**config.mk**
```make
export PLATFORM = sky130hd
export DESIGN_NAME = regfile_wb_arbiter
export DESIGN_NICKNAME = d
export VERILOG_FILES = /design/src/rtl/regfile_wb_arbiter.sv
export SDC_FILE = /design/constraint.sdc
export NUM_CORES = 1
export LEC_CHECK = 0
export CAP_MARGIN = 10
export CORE_ASPECT_RATIO = 1.5
export CORE_MARGIN = 2
export CORE_UTILIZATION = 46
export CTS_BUF_LIST = sky130_fd_sc_hd__clkbuf_2
export CTS_CLUSTER_DIAMETER = 120
export DETAILED_ROUTE_END_ITERATION = 10
export GPL_TIMING_DRIVEN = 1
export PLACE_DENSITY = 0.93
export RECOVER_POWER = 25
export SLEW_MARGIN = 10
export SYNTH_ARGS = -nofsm -noshare
export SYNTH_HDL_FRONTEND = slang
export SYNTH_SLANG_ARGS = --single-unit
```
**constraint.sdc**
```tcl
create_clock -name clk -period 2.78 [get_ports clk]
set_input_delay 0.556 -clock clk [delete_from_list [all_inputs] [get_ports clk]]
set_output_delay 0.556 -clock clk [all_outputs]
set_load 0.01 [all_outputs]
```
**src/rtl/regfile_wb_arbiter.sv**
```systemverilog
// regfile_wb_arbiter: shares the regfile write port between ALU and LSU with starvation-bounded priority and tracks outstanding loads for hazard detection
module regfile_wb_arbiter #(
  parameter int XLEN = 32,
  parameter int STARVE_MAX = 3
) (
  input  logic            clk,
  input  logic            rst,
  input  logic            aluValid,
  input  logic [4:0]      aluRd,
  input  logic [XLEN-1:0] aluData,
  output logic            aluReady,
  input  logic            lsuValid,
  input  logic [4:0]      lsuRd,
  input  logic [XLEN-1:0] lsuData,
  output logic            lsuReady,
  input  logic            setBusy,
  input  logic [4:0]      setBusySEL,
  input  logic [4:0]      readPort1SEL,
  input  logic [4:0]      readPort2SEL,
  output logic            hazard,
  output logic            WE,
  output logic [4:0]      writePortSEL,
  output logic [XLEN-1:0] writePort
);
  localparam logic [2:0] SMAX = 3'(STARVE_MAX);
  logic [2:0] starve;
  logic [31:0] busy, busy_nxt;
  logic xfer;
  logic [4:0] win_rd;
  logic [XLEN-1:0] win_data;
  assign aluReady = !rst && aluValid && (!lsuValid || starve == SMAX);
  assign lsuReady = !rst && lsuValid && !aluReady;
  assign xfer = aluReady || lsuReady;
  assign win_rd = aluReady ? aluRd : lsuRd;
  assign win_data = aluReady ? aluData : lsuData;
  assign hazard = busy[readPort1SEL] | busy[readPort2SEL];
  always_comb begin
    busy_nxt = busy & ~(lsuReady ? 32'd1 << lsuRd : 32'd0);
    busy_nxt = busy_nxt | (setBusy ? 32'd1 << setBusySEL : 32'd0);
    busy_nxt[0] = 1'b0;
  end
  always_ff @(posedge clk) begin
    if (rst) begin
      WE <= 1'b0;
      writePortSEL <= '0;
      writePort <= '0;
      starve <= '0;
      busy <= '0;
    end else begin
      WE <= xfer && win_rd != 5'd0;
      if (xfer) begin
        writePortSEL <= win_rd;
        writePort <= win_data;
      end
      starve <= aluReady ? 3'd0 : (aluValid && starve != SMAX) ? starve + 3'd1 : starve;
      busy <= busy_nxt;
    end
  end
endmodule

```
Word level (Yosys, flattened, before mapping)
Cells that the tools add are included.
{"block": "totals", "out_inout_bits": 41, "reg_bits": 73, "input_bits": 94}
{"block": "op_classes", "n_reduce_logical": 13, "n_shift": 2, "order_cmp": 2, "n_bitwise": 4, "n_mux": 8, "addsub": 1, "eq_ne": 2}
{"op": "2-to-1 mux 32 bit", "count": 3}
{"op": "left shift 1 x 5 -> 32 bit, first input constant", "count": 2}
{"op": "bitwise AND 32 bit", "count": 1}
{"op": "NOT 32 bit", "count": 1}
{"op": "OR 32 bit", "count": 1}
{"op": "less-than comparator 5 x 6 -> 1 bit, second input constant", "count": 2}
{"op": "binary-select mux 1 bit (select 5 bit)", "count": 2}
{"op": "logical AND 1 bit", "count": 6}
{"op": "2-to-1 mux 5 bit", "count": 1}
{"op": "nonzero test 5 bit", "count": 1}
{"op": "adder 3 x 1 -> 3 bit, second input constant", "count": 1}
{"op": "equality test 3 x 2 -> 1 bit, second input constant", "count": 1}
{"op": "logical NOT 1 bit", "count": 3}
{"op": "inequality test 3 x 2 -> 1 bit, second input constant", "count": 1}
{"op": "logical OR 1 bit", "count": 2}
{"op": "2-to-1 mux 1 bit", "count": 2}
{"op": "OR reduction 2 bit", "count": 1}
{"op": "OR 1 bit", "count": 1}

Logic depth before layout (Yosys ltp)
{"block": "depth", "ltp_word": 9, "mapped_depth": 7}

Worst setup path after synthesis
OpenSTA, ideal clock, no wires.
{"block": "synth_timing", "path_type": "input -> output", "startpoint": "input readPort2SEL[1]", "endpoint": "output hazard", "arrival_time_ns": 1.805, "cell_stages": 6, "slack_ns": 0.419, "required_ns": 2.224, "cell_sequence": "clkbuf_1 > mux4_2 > mux2i_1 > nor3b_1 > a31oi_1 > o211ai_1"}
{"block": "synth_between", "elab_chain_cells": 3}
{"element": "from (decl)", "line": "19", "source": "input logic [4:0] readPort2SEL,"}
{"element": "binary-select mux 1 bit (select 5 bit)", "line": "36", "source": "assign hazard = busy[readPort1SEL] | busy[readPort2SEL];"}
{"element": "2-to-1 mux 1 bit (not written as such)", "line": "36"}
{"element": "OR 1 bit", "line": "36"}
{"element": "to (decl)", "line": "20", "source": "output logic hazard,"}
Every way passes these cells. The select of a mux whose other input is x is not followed.

Worst setup path after layout
{"block": "layout_timing", "startpoint": "input readPort2SEL[0]", "endpoint": "output hazard"}
The elaborated chain is that of the path after synthesis.

==> flow_metrics.tcl <==
set metrics [dict create \
    status "completed" \
    grt_pass1_wl_mm 18.50 \
    drt_iter0_markers 363 \
    critPathKind "primary input to primary output" \
    power_mw 2.211 \
    drv_cap 0 \
    fin_crit_ns 2.658 \
    fmax_mhz 376.3 \
    critPathBufInv 2 \
    yosysSeqAreaShare 0.3921 \
    grt_antenna_before_repair 0 \
    finalClockSkew_ns 0.02455 \
    syn-num-nets 514 \
    synthTopCellsByCount "dfxtp_1, nor2_1, nand2_1" \
    areaGrowthSynthToFinish_pct 44.21 \
    slew_headroom 0.5946 \
    fp.dieW_um 76.99 \
    grt_setup_unrepaired "no" \
    hold_viol 0 \
    htreeDepth 3 \
    dpl.hpwl_mm 8.713 \
    synth_area_mm2 0.003676 \
    synth-async-reset-ratio 0 \
    yosysMostFrequentCell "dfxtp_1" \
    clock_sinks 72 \
    ys_seq_elements 72 \
    yosys-top-cells-area "dfxtp_1, mux2i_1, a211oi_1, mux4_2, nor2_1" \
    ioPinCount 135 \
    fillers 605 \
    port_buffers 134 \
    yosysTopAreaCell "dfxtp_1" \
    setup_violations 0 \
    power_density_mw_per_mm2 417.0 \
    drcViolationCount 0 \
    yosys_warnings 0 \
    cp-start-kind "primary input" \
    vias_per_cell 5.732 \
    drive_above_1_share 0.1111 \
    crit_chain "clkdlybuf4s15_2 > mux4_1 > mux2_2 > a31oi_1 > o211ai_1 > buf_2" \
    gp_congestion 0.9032 \
    worst_pin_slew_ns 0.6069 \
    post_synth.cell_area_avg_um2 8.794 \
    netlist_instances 418 \
    ant_nets 0 \
    critPathMaxStageDelay_ns 0.58 \
    fin_nets 649 \
    synthFlopType "dfxtp_1" \
    cts_buffers 9 \
    track_usage 0.2675 \
    p_leak_nw 2.135 \
    clk_path_buf_depth 2 \
    detail_route.wirelength_mm 11.41 \
    clock_latency_ns 0.53 \
    yosysTopAreaCellShare 0.3921 \
    coreArea_mm2 0.007710 \
    start_util 0.4768 \
    via_count 3783 \
    cpMaxStageDelayCell "mux4_1" \
    synth_edf_count 0 \
    cts-root-buf "clkbuf_2" \
    cts_tree "done" \
    endpoint_kind "primary output" \
    hold_class "primary input to flip-flop" \
    grt_max_degree 75 \
    critPathTopFamily "multiplexers" \
    irDropWorstVdd_mv 0.3747 \
    wl_per_cell_um 17.29 \
    period_share 0.9560 \
    grt_overflow_total 0 \
    clk_pin_slew_ns 0.20 \
    grt_pass1_vias 3827 \
    final_util 0.6876 \
    cp_max_fo 6 \
    slew_violations 0 \
    crit_arrival_ns 2.10 \
    die_h_um 113.5 \
    rows 39 \
    ys_types 37 \
    first_pass_iters 6 \
    antenna_cells 0 \
    required_ns 2.22 \
    die-area_mm2 0.008737 \
]
-- timing repair --
action,in CTS,in global routing
gates resized for setup,15,7
setup endpoints to repair,3,2
buffers inserted,2,0
hold buffers,0,0
pin swaps,0,1
-- cell families after synthesis --
kind of cell	share of synthesized area
AOI/OAI and AO/OA	0.1896
buffers and inverters	0.04187
DFF	0.3921
adders and majority gates	0.006806
muxes	0.1991
and+or+nand+nor	0.1705
-- power breakdown --
| group | total [mW] | internal (mW) | switching, mW |
|---|---|---|---|
| Sequential | 1.11 | 1.09 | 0.0293 |
| Combinational | 0.510 | 0.289 | 0.221 |
| Clock | 0.586 | 0.206 | 0.380 |
-- routing by layer --
layer,GRT usage,up-vias,wire [um]
li1,-,1795,-
met1,0.2956,1730,4153
met2,0.4708,217,5886
met3,0.08070,41,970
met4,0.1226,0,401
met5,0,-,0
-- state kept, by name (all words and copies together) (netlist names) --
register and count:
WE 1, busy 31, starve 3, writePort 32
writePortSEL 5
-- worst paths after layout --
check	start	endpoint	slack, ns	depth (start not counted)
worst max register to register	starve[0]$_SDFFE_PP0P_	WE$_SDFF_PP0_	0.57	7
worst min register to register	starve[1]$_SDFFE_PP0P_	starve[1]$_SDFFE_PP0P_	0.50	2
worst max-delay path	readPort2SEL[0]	hazard	0.12	6
worst min-delay path	rst	writePort[0]$_SDFFE_PP0P_	0.48	3
-- stage by stage --
step | std cells | hold WS, ns | setup slack (ns) | TNS, ns | area, um^2
after detailed placement | 642 | 0.4757 | -0.6258 | -0.6258 | 5170
after global placement | 642 | 0.4579 | -0.5432 | -0.5432 | 5170
after floorplan | 418 | 0.4498 | 0.4192 | 0 | 3676
final | 660 | 0.4845 | 0.1223 | 0 | 5301
after global routing | 660 | 0.4651 | 0.01638 | 0 | 5301
after CTS | 660 | 0.4483 | 0.004658 | 0 | 5294
-- placed cells by master (no fill, tap or decap), drive strengths merged, types with 3 or more instances in the layout --
cell type | synthesis | routed
nand2 | 46 | 46
a21oi | 38 | 38
dlygate4sd2 | 0 | 4
inv | 3 | 3
nor2b | 4 | 4
nand3b | 4 | 4
or2 | 5 | 5
nand3 | 7 | 7
buf | 10 | 25
dfxtp | 72 | 72
nand2b | 9 | 9
mux4 | 13 | 13
a311oi | 4 | 4
o211ai | 5 | 5
a211oi | 33 | 33
clkbuf | 23 | 10
nor2 | 52 | 52
o31ai | 3 | 3
mux2 | 3 | 3
mux2i | 39 | 39
clkdlybuf4s50 | 0 | 124
clkinv | 0 | 3
nor3 | 3 | 3
o21ai | 28 | 28
-- area by class of cell --
class	instances	area (um^2)	area share
multi-input combinational	310	2087	0.3937
timing repair buffer	157	1521	0.2870
sequential	72	1444	0.2724
tap	102	127.6	0.02407
clock inverter	6	60.06	0.01133
clock buffer	10	50.05	0.009441
inverter	3	11.26	0.002124
-- worst reg2reg max path: stages, from the launching register on --
cell       delay, ns
dfxtp_1         0.37
ha_1            0.21
ha_1            0.21
nand2b_1        0.20
nand2_2         0.10
buf_4           0.51
nor3_1          0.13
a2111oi_0       0.37
Power figures use the tool's default switching activity.
